$ cat config.mk
export PLATFORM = sky130hd
export DESIGN_NAME = seq_timer
export DESIGN_NICKNAME = d
export VERILOG_FILES = /design/src/rtl/mbc_pkg.sv /design/src/rtl/sc_decoder.sv /design/src/rtl/seq_timer.sv
export SDC_FILE = /design/constraint.sdc
export NUM_CORES = 1
export LEC_CHECK = 0
export ABC_AREA = 1
export BUFFER_PORTS_ARGS = -buffer_cell sky130_fd_sc_hd__buf_2
export CAP_MARGIN = 0
export CORE_UTILIZATION = 42
export DETAILED_ROUTE_END_ITERATION = 10
export PLACE_DENSITY = 0.78
export SKIP_LAST_GASP = 1
export SYNTH_ARGS = -nofsm -noshare
export SYNTH_HDL_FRONTEND = slang
export SYNTH_SLANG_ARGS = --single-unit
$ cat constraint.sdc
create_clock -name clk -period 3 [get_ports clk]
set_clock_uncertainty 0.1 [all_clocks]
set_input_delay 0.45 -clock clk [delete_from_list [all_inputs] [get_ports clk]]
set_output_delay 0.45 -clock clk [all_outputs]
set_load 0.01 [all_outputs]
$ cat src/rtl/mbc_pkg.sv
// ---------------------------------------------------------------------------
// mbc_pkg -- shared definitions for the basic-computer control path.
//
// Contents:
//   SC_W     width of the instruction sequence counter
//   T_NUM    number of one-hot timing signals (T0..T15)
//   state_t  sequence-timer FSM states
// ---------------------------------------------------------------------------
package mbc_pkg;

    localparam int SC_W  = 4;
    localparam int T_NUM = 16;

    typedef enum logic [1:0] {
        IDLE      = 2'd0,
        RUN       = 2'd1,
        HALTED    = 2'd2,
        STEP_WAIT = 2'd3
    } state_t;

endpackage : mbc_pkg

$ cat src/rtl/sc_decoder.sv
// ---------------------------------------------------------------------------
// sc_decoder -- 4-to-16 one-hot decoder for the sequence counter.
//
// Ports:
//   sc        in   SC_W   sequence counter value
//   t_onehot  out  T_NUM  one-hot timing vector, bit sc set
// ---------------------------------------------------------------------------
module sc_decoder
    import mbc_pkg::*;
(
    input  logic [SC_W-1:0]  sc,
    output logic [T_NUM-1:0] t_onehot
);

    always_comb begin
        // NOTE: a default assignment before any conditional write keeps
        // combinational blocks from inferring latches.
        t_onehot     = '0;
        t_onehot[sc] = 1'b1;
    end

endmodule : sc_decoder

$ cat src/rtl/seq_timer.sv
// ---------------------------------------------------------------------------
// seq_timer -- instruction sequence counter and timing generator.
//
// Generates the one-hot timing signals T0..T15 consumed by the control unit,
// tracks run/halt state, the interrupt-enable flag and the interrupt cycle.
//
// Ports:
//   clk          in   1   system clock, rising edge
//   rst_n        in   1   asynchronous active-low reset
//   start        in   1   pulse: begin or resume execution (IDLE/HALTED)
//   sc_clr       in   1   end-of-instruction, restart at T0 (RUN only)
//   halt         in   1   HLT executing, go to HALTED (RUN only)
//   fgi, fgo     in   1   input / output device flags
//   ien_set      in   1   ION strobe
//   ien_clr      in   1   IOF strobe (wins over ien_set)
//   step_mode    in   1   single-step enable
//   step         in   1   single-step advance pulse
//   t_dec        out  16  one-hot timing signals, zero unless running
//   sc           out  4   raw sequence counter
//   running      out  1   FSM in RUN
//   r_cyc        out  1   interrupt cycle active
//   ien          out  1   interrupt enable
//   timeout_err  out  1   sticky: counter wrapped past T15 without sc_clr
//
// Build option:
//   SINGLE_STEP_EN  when defined, step_mode parks the timer in STEP_WAIT at
//                   each instruction end until a step pulse. When undefined,
//                   step_mode/step are ignored and STEP_WAIT is unreachable.
// ---------------------------------------------------------------------------
module seq_timer
    import mbc_pkg::*;
(
    input  logic             clk,
    input  logic             rst_n,
    input  logic             start,
    input  logic             sc_clr,
    input  logic             halt,
    input  logic             fgi,
    input  logic             fgo,
    input  logic             ien_set,
    input  logic             ien_clr,
    input  logic             step_mode,
    input  logic             step,
    output logic [T_NUM-1:0] t_dec,
    output logic [SC_W-1:0]  sc,
    output logic             running,
    output logic             r_cyc,
    output logic             ien,
    output logic             timeout_err
);

    state_t           state, state_nxt;
    logic [SC_W-1:0]  sc_q, sc_nxt;
    logic             r_cyc_q, r_cyc_nxt;
    logic             ien_q, ien_nxt;
    logic             timeout_q, timeout_nxt;
    logic [T_NUM-1:0] dec_out;

    logic irq_pend;
    logic run_active;   // in RUN and not being halted this cycle
    logic instr_end;    // accepted end-of-instruction
    logic timeout_hit;  // counter about to wrap from T15

`ifndef SINGLE_STEP_EN
    // Single-step ports stay on the interface but drive nothing.
    logic unused_step_inputs;
    assign unused_step_inputs = step ^ step_mode;
`endif

    assign irq_pend    = ien_q & (fgi | fgo);
    assign run_active  = (state == RUN) && !halt;
    assign instr_end   = run_active && sc_clr;
    assign timeout_hit = run_active && !sc_clr && (sc_q == SC_W'(T_NUM - 1));

    // ---------------------------------------------------------------------
    // State register and datapath flags
    // ---------------------------------------------------------------------
    always_ff @(posedge clk or negedge rst_n) begin
        // NOTE: every register here is a small control flop, so all of them
        // take the async reset; sequential state uses non-blocking (<=)
        // assignments so all flops update together from pre-edge values.
        if (!rst_n) begin
            state     <= IDLE;
            sc_q      <= '0;
            r_cyc_q   <= 1'b0;
            ien_q     <= 1'b0;
            timeout_q <= 1'b0;
        end else begin
            state     <= state_nxt;
            sc_q      <= sc_nxt;
            r_cyc_q   <= r_cyc_nxt;
            ien_q     <= ien_nxt;
            timeout_q <= timeout_nxt;
        end
    end

    // ---------------------------------------------------------------------
    // Next-state logic. sc only counts while staying in RUN; every other
    // transition (including entry to RUN) loads zero.
    // ---------------------------------------------------------------------
    always_comb begin
        state_nxt = state;
        sc_nxt    = '0;
        case (state)
            IDLE, HALTED: begin
                if (start) state_nxt = RUN;
            end
            RUN: begin
                if (halt) begin
                    state_nxt = HALTED;
                end else if (sc_clr) begin
`ifdef SINGLE_STEP_EN
                    if (step_mode) state_nxt = STEP_WAIT;
`endif
                end else begin
                    sc_nxt = sc_q + SC_W'(1);  // wraps 15 -> 0
                end
            end
            STEP_WAIT: begin
`ifdef SINGLE_STEP_EN
                if (step) state_nxt = RUN;
`else
                state_nxt = IDLE;
`endif
            end
            default: state_nxt = IDLE;
        endcase
    end

    // Interrupt bookkeeping: an instruction end with a pending request opens
    // an interrupt cycle; the end of that cycle closes it and drops ien,
    // overriding any ION issued in the same cycle.
    always_comb begin
        r_cyc_nxt   = r_cyc_q;
        ien_nxt     = ien_q;
        timeout_nxt = timeout_q | timeout_hit;

        if (instr_end) r_cyc_nxt = r_cyc_q ? 1'b0 : irq_pend;

        if (instr_end && r_cyc_q) ien_nxt = 1'b0;
        else if (ien_clr)         ien_nxt = 1'b0;
        else if (ien_set)         ien_nxt = 1'b1;
    end

    // ---------------------------------------------------------------------
    // Outputs
    // ---------------------------------------------------------------------
    sc_decoder u_sc_decoder (
        .sc       (sc_q),
        .t_onehot (dec_out)
    );

    always_comb begin
        running     = (state == RUN);
        t_dec       = dec_out & {T_NUM{running}};
        sc          = sc_q;
        r_cyc       = r_cyc_q;
        ien         = ien_q;
        timeout_err = timeout_q;
    end

endmodule : seq_timer

After elaboration in Yosys (flattened, before gate mapping)

Index checks and enable logic that the tools add are counted.

Reduce and logical (&&, ||, !) cells: 12
Eq/ne operators: 6
Bitwise operators: 4
Order comparisons: 2
Multiplexer cells: 12
Add/subtract/negate cells: 1

Operators by type and width:

| operator                                                           | number |
|---|---|
| AND 16 bit                                                         | 1 |
| 2-to-1 mux 4 bit                                                   | 3 |
| logical AND 1 bit                                                  | 6 |
| case mux 2 bit (3 select lines)                                    | 1 |
| less-than comparator 4 x 5 -> 1 bit (second input constant)        | 1 |
| 2-to-1 mux 1 bit                                                   | 5 |
| adder 4 x 1 -> 4 bit (second input constant)                       | 1 |
| demux 1 bit (select 4 bit)                                         | 1 |
| equality test 2 bit (second input constant)                        | 2 |
| equality test 4 bit (second input constant)                        | 1 |
| greater-or-equal comparator 4 x 1 -> 1 bit (second input constant) | 1 |
| 2-to-1 mux 2 bit                                                   | 2 |
| != test 2 bit (second input constant)                              | 2 |
| nonzero test 3 bit                                                 | 1 |
| equality test 2 x 1 -> 1 bit (second input constant)               | 1 |
| logical NOT 1 bit                                                  | 2 |
| logical NOT 2 bit                                                  | 1 |
| OR 1 bit                                                           | 2 |
| AND reduction 2 bit                                                | 1 |
| OR reduction 2 bit                                                 | 1 |
| AND 1 bit                                                          | 1 |

Input port bits: 11
Word-level logic and storage cells: 42
Output and inout port bits: 24
Flip-flop bits (word level): 9

Depth between registers and ports, before layout

Word-level depth: 5
Depth in mapped cells: 5
Depth with buffers taken out: 5

By module

From an unflattened synthesis, not the netlist that was laid out.

Cells, all modules: 108
Area total of the unflattened synthesis: 646.9 sq um

By module, submodules not included:

| module     | sequential area each (sq um) | instances | cells an instance | area an instance (sq um) |
|---|---|---|---|---|
| seq_timer  | 225.2                        | 1         | 80                | 541.8 |
| sc_decoder | 0.0                          | 1         | 28                | 105.1 |

Least setup slack after synthesis

Ideal clock, no wire load.

Path kind: reg-to-output
From: register sc_q[0] (netlist: sc[0])
To: output port t_dec[15]
Setup slack: 1.469 ns
Arrival time: 0.981 ns
Stages on the path, launching flop included: 4
Data required time: 2.450 ns
Buffers on the path: 0
Path through: dfrtp_1 ha_1 nand3_1 nor2_1

Longest elaborated chain between the ends: 5
Elaborated cells on any way between the ends: 6
Those cells by class: order compare: 2; mux: 2; bitwise: 1; reduce/logical: 1

Ends and longest elaborated chain:

| what                                                                                                                           | RTL line         | source |
|---|---|---|
| from (decl)                                                                                                                    | seq_timer.sv:53  | `logic [SC_W-1:0] sc_q, sc_nxt;` |
| from (signal assigned)                                                                                                         | seq_timer.sv:90  | `sc_q <= sc_nxt;` |
| less-than comparator 4 x 5 -> 1 bit (implied by the code) / greater-or-equal comparator 4 x 1 -> 1 bit (equally long branches) | sc_decoder.sv:19 | `t_onehot[sc] = 1'b1;` |
| logical AND 1 bit (implied by the code)                                                                                        | sc_decoder.sv:19 |  |
| 2-to-1 mux 1 bit (implied by the code)                                                                                         | sc_decoder.sv:19 |  |
| demux 1 bit (select 4 bit) (*)                                                                                                 | -                |  |
| AND 16 bit (*)                                                                                                                 | seq_timer.sv:155 | `t_dec = dec_out & {T_NUM{running}};` |
| to (decl)                                                                                                                      | seq_timer.sv:44  | `output logic [T_NUM-1:0] t_dec,` |

Mark *: on every way between the ends. The rest lies on a longest branch, timed or not.

Final worst setup path

Same ends and word-level chain as after synthesis.

==> reports/summary.txt <==
run status - finished clean
final RePlAce weighted congestion - 0.817
Cell Chain, Critical Path - ha_1 -> nand3_1 -> nor2_1 -> buf_2
worst-path maximum fanout - 7
cell count after synthesis - 79
DRT antenna net count - 0
FF/Latch Area - 225 um^2
CP Buf/Inv Count - 1
Filler Cell Count - 116
Final Slew Violations - 0
pin count of the biggest net entering global routing - 10
Clock Sinks - 9
H-tree Lvls - 1
initial drt markers - 9
Worst-Margin Slew - 0.252 ns
# setup viols final - 0
Final nets - 132
Slew headroom - 0.832
post-synthesis cell type count - 14
first-pass GRT wire length - 2.12 mm
largest family of logic cells by synthesized area - simple AND/OR/NAND/NOR gates
Die Height - 39.0 um
adder-cell area share of the yosys netlist - 0.0871
R2R Setup Slk - 1.75 ns
DP HPWL - 1.04 mm
Core ar. - 1190 um^2
syn nets - 94
gr usage total - 0.207
CP arrival - 1.36 ns
CTS tree - done
Finished Core Util - 0.665
Tcrit/Tclk final - 0.637
Site Rows - 12
Worst-path clk slew - 0.07 ns
setup TNS - 0 ns
Leak Pwr - 0.460 nW
Port Buffers - 32
Avg Synthesized Cell Area - 7.27 um^2
delay-heaviest family, CP - flip-flops
Post-Synth XOR/XNOR Area - 0
Synth Register Bits - 9
Num CTS Buffers - 3
io pins - 35
Post-Synth Simple-Gate Area - 0.383
multi-input logic area - 300 um^2
Starting Density - 0.484
GR Overflow Total - 0
vias in the first global route - 486
Hold Crit Depth - 4
DR DRC count - 0
Critical Path Slowest Stage Cell - dfrtp_1
post-synthesis compound-gate area fraction - 0.0523
layout cells sized above 1 - 0.336
clk buf depth - 2
root buf cell - clkbuf_4
Worst setup EP type - primary output
RSZ-0062 raised after global routing - false
initial antenna violation count - 0
diodes inserted - 0
multiplexer share of the synthesized area - 0
Max stage delay on crit path - 0.47 ns
die area - 1520 um^2
final wirelength - 1.38 mm
Syn. warnings - 0
Hold Fails Final Rpt - 0
Power Dens Cells - 411 nW/um^2
Clock Latency Late Sink - 0.26 ns
Min-Delay Path Class - in2reg
VDD IR max - 0.366 mV
area grow syn2layout - 37.3%
drt wl/cell - 10.6 um
WP depth - 4
Via Count - 626
DRT Pass-1 Iters - 4
max_cap viols - 0
CP startpoint kind - flop
worst path required time - 2.45 ns
CP Class - reg2out
Die X - 39.0 um
R2R depth - 3
fmax - 0.524 GHz
Vias/cell - 4.82
Post-Syn Area - 574 um^2
Tmin final - 1.91 ns
post-synthesis sequential area ratio - 0.392
==> through the flow <==
step | cells | setup slack (ns) | hold slack [ns] | total power, mW | cell area (um^2)
2_1_floorplan | 79 | 1.47 | 0.0544 | 0.196 | 574
3_5_place_dp | 125 | 1.38 | 0.213 | 0.228 | 752
6_report | 130 | 1.09 | 0.315 | 0.324 | 788
4_1_cts | 130 | 1.09 | 0.317 | 0.326 | 788
3_3_place_gp | 125 | 1.38 | 0.207 | 0.226 | 752
5_1_grt | 130 | 0.956 | 0.337 | 0.346 | 788
==> cell type report <==
| class | instances | area share |
|---|---|---|
| repair buffers | 33 | 0.216 |
| flip-flops and latches | 9 | 0.286 |
| well taps | 14 | 0.0222 |
| multi-input cells | 57 | 0.381 |
| inverters | 13 | 0.0619 |
| clock buffers | 4 | 0.0333 |
==> cells in the mapped netlist <==
| cell type | number | area share |
|---|---|---|
| nand3_1 | 5 | 0.044 |
| inv_1 | 13 | 0.085 |
| nand4_1 | 2 | 0.022 |
| nor2_1 | 23 | 0.15 |
| nand3_4 | 1 | 0.031 |
| a21oi_2 | 1 | 0.015 |
| ha_1 | 4 | 0.087 |
| dfrtp_1 | 9 | 0.39 |
| nand2_1 | 15 | 0.098 |
| nor3_1 | 1 | 0.0087 |
| o21bai_2 | 1 | 0.020 |
| or2_1 | 1 | 0.011 |
| o21ai_0 | 2 | 0.017 |
| nor2_4 | 1 | 0.020 |
==> flip-flops by register name (all words and copies together), names as in the netlist <==
signal,cells
state,2
timeout_err,1
sc,4
r_cyc,1
ien,1
==> worst min-delay path, stage by stage <==
cell and delay, ns:
buf_2 0.07, nor2_1 0.03, nand2_1 0.05, inv_1 0.03
==> cell families after synthesis <==
logic type,after synthesis
fa+ha+maj,4
buf+inv,13
flops,9
compound gates,4
simple gates,49
==> where the power goes <==
part	switching (mW)	internal (mW)
Combinational	0.0517	0.0294
Clock	0.0443	0.0513
Sequential	0.0135	0.134
Total	0.110	0.214
==> routing by layer <==
metal  wire length (um)  global-route usage
met5                  0                   0
met4                 39               0.103
met2                653               0.308
met1                631               0.267
met3                 54              0.0636
==> path summary, 6_finish.rpt <==
check	startpoint	end
min reg2reg	timeout_err	timeout_err
min in group asynchronous	rst_n	ien
max	sc[0]	t_dec[15]
max reg2reg	sc[0]	sc[2]
min	ien_clr	ien
max in group asynchronous	rst_n	sc[1]
==> repair_timing <==
item / CTS / global route
hold buffers: 1 / 0
resized for setup: 0 / 0
buffers inserted: 0 / 0
hold endpoints to repair: 9 / 0
==> placed cells by master (no fill, tap or decap) <==
| master | netlist | final |
|---|---|---|
| o21ai_0 | 2 | 2 |
| nand4_1 | 2 | 2 |
| nand3_1 | 5 | 5 |
| a21oi_2 | 1 | 1 |
| dfrtp_1 | 9 | 9 |
| nor2_4 | 1 | 1 |
| nand2_1 | 15 | 15 |
| clkbuf_4 | 0 | 3 |
| inv_1 | 13 | 13 |
| ha_1 | 4 | 4 |
| clkbuf_1 | 0 | 1 |
| nor3_1 | 1 | 1 |
| o21bai_2 | 1 | 1 |
| nor2_1 | 23 | 23 |
| nand3_4 | 1 | 1 |
| buf_2 | 0 | 32 |
| dlygate4sd3_1 | 0 | 1 |
| or2_1 | 1 | 1 |
Power figures use the tool's default switching activity.
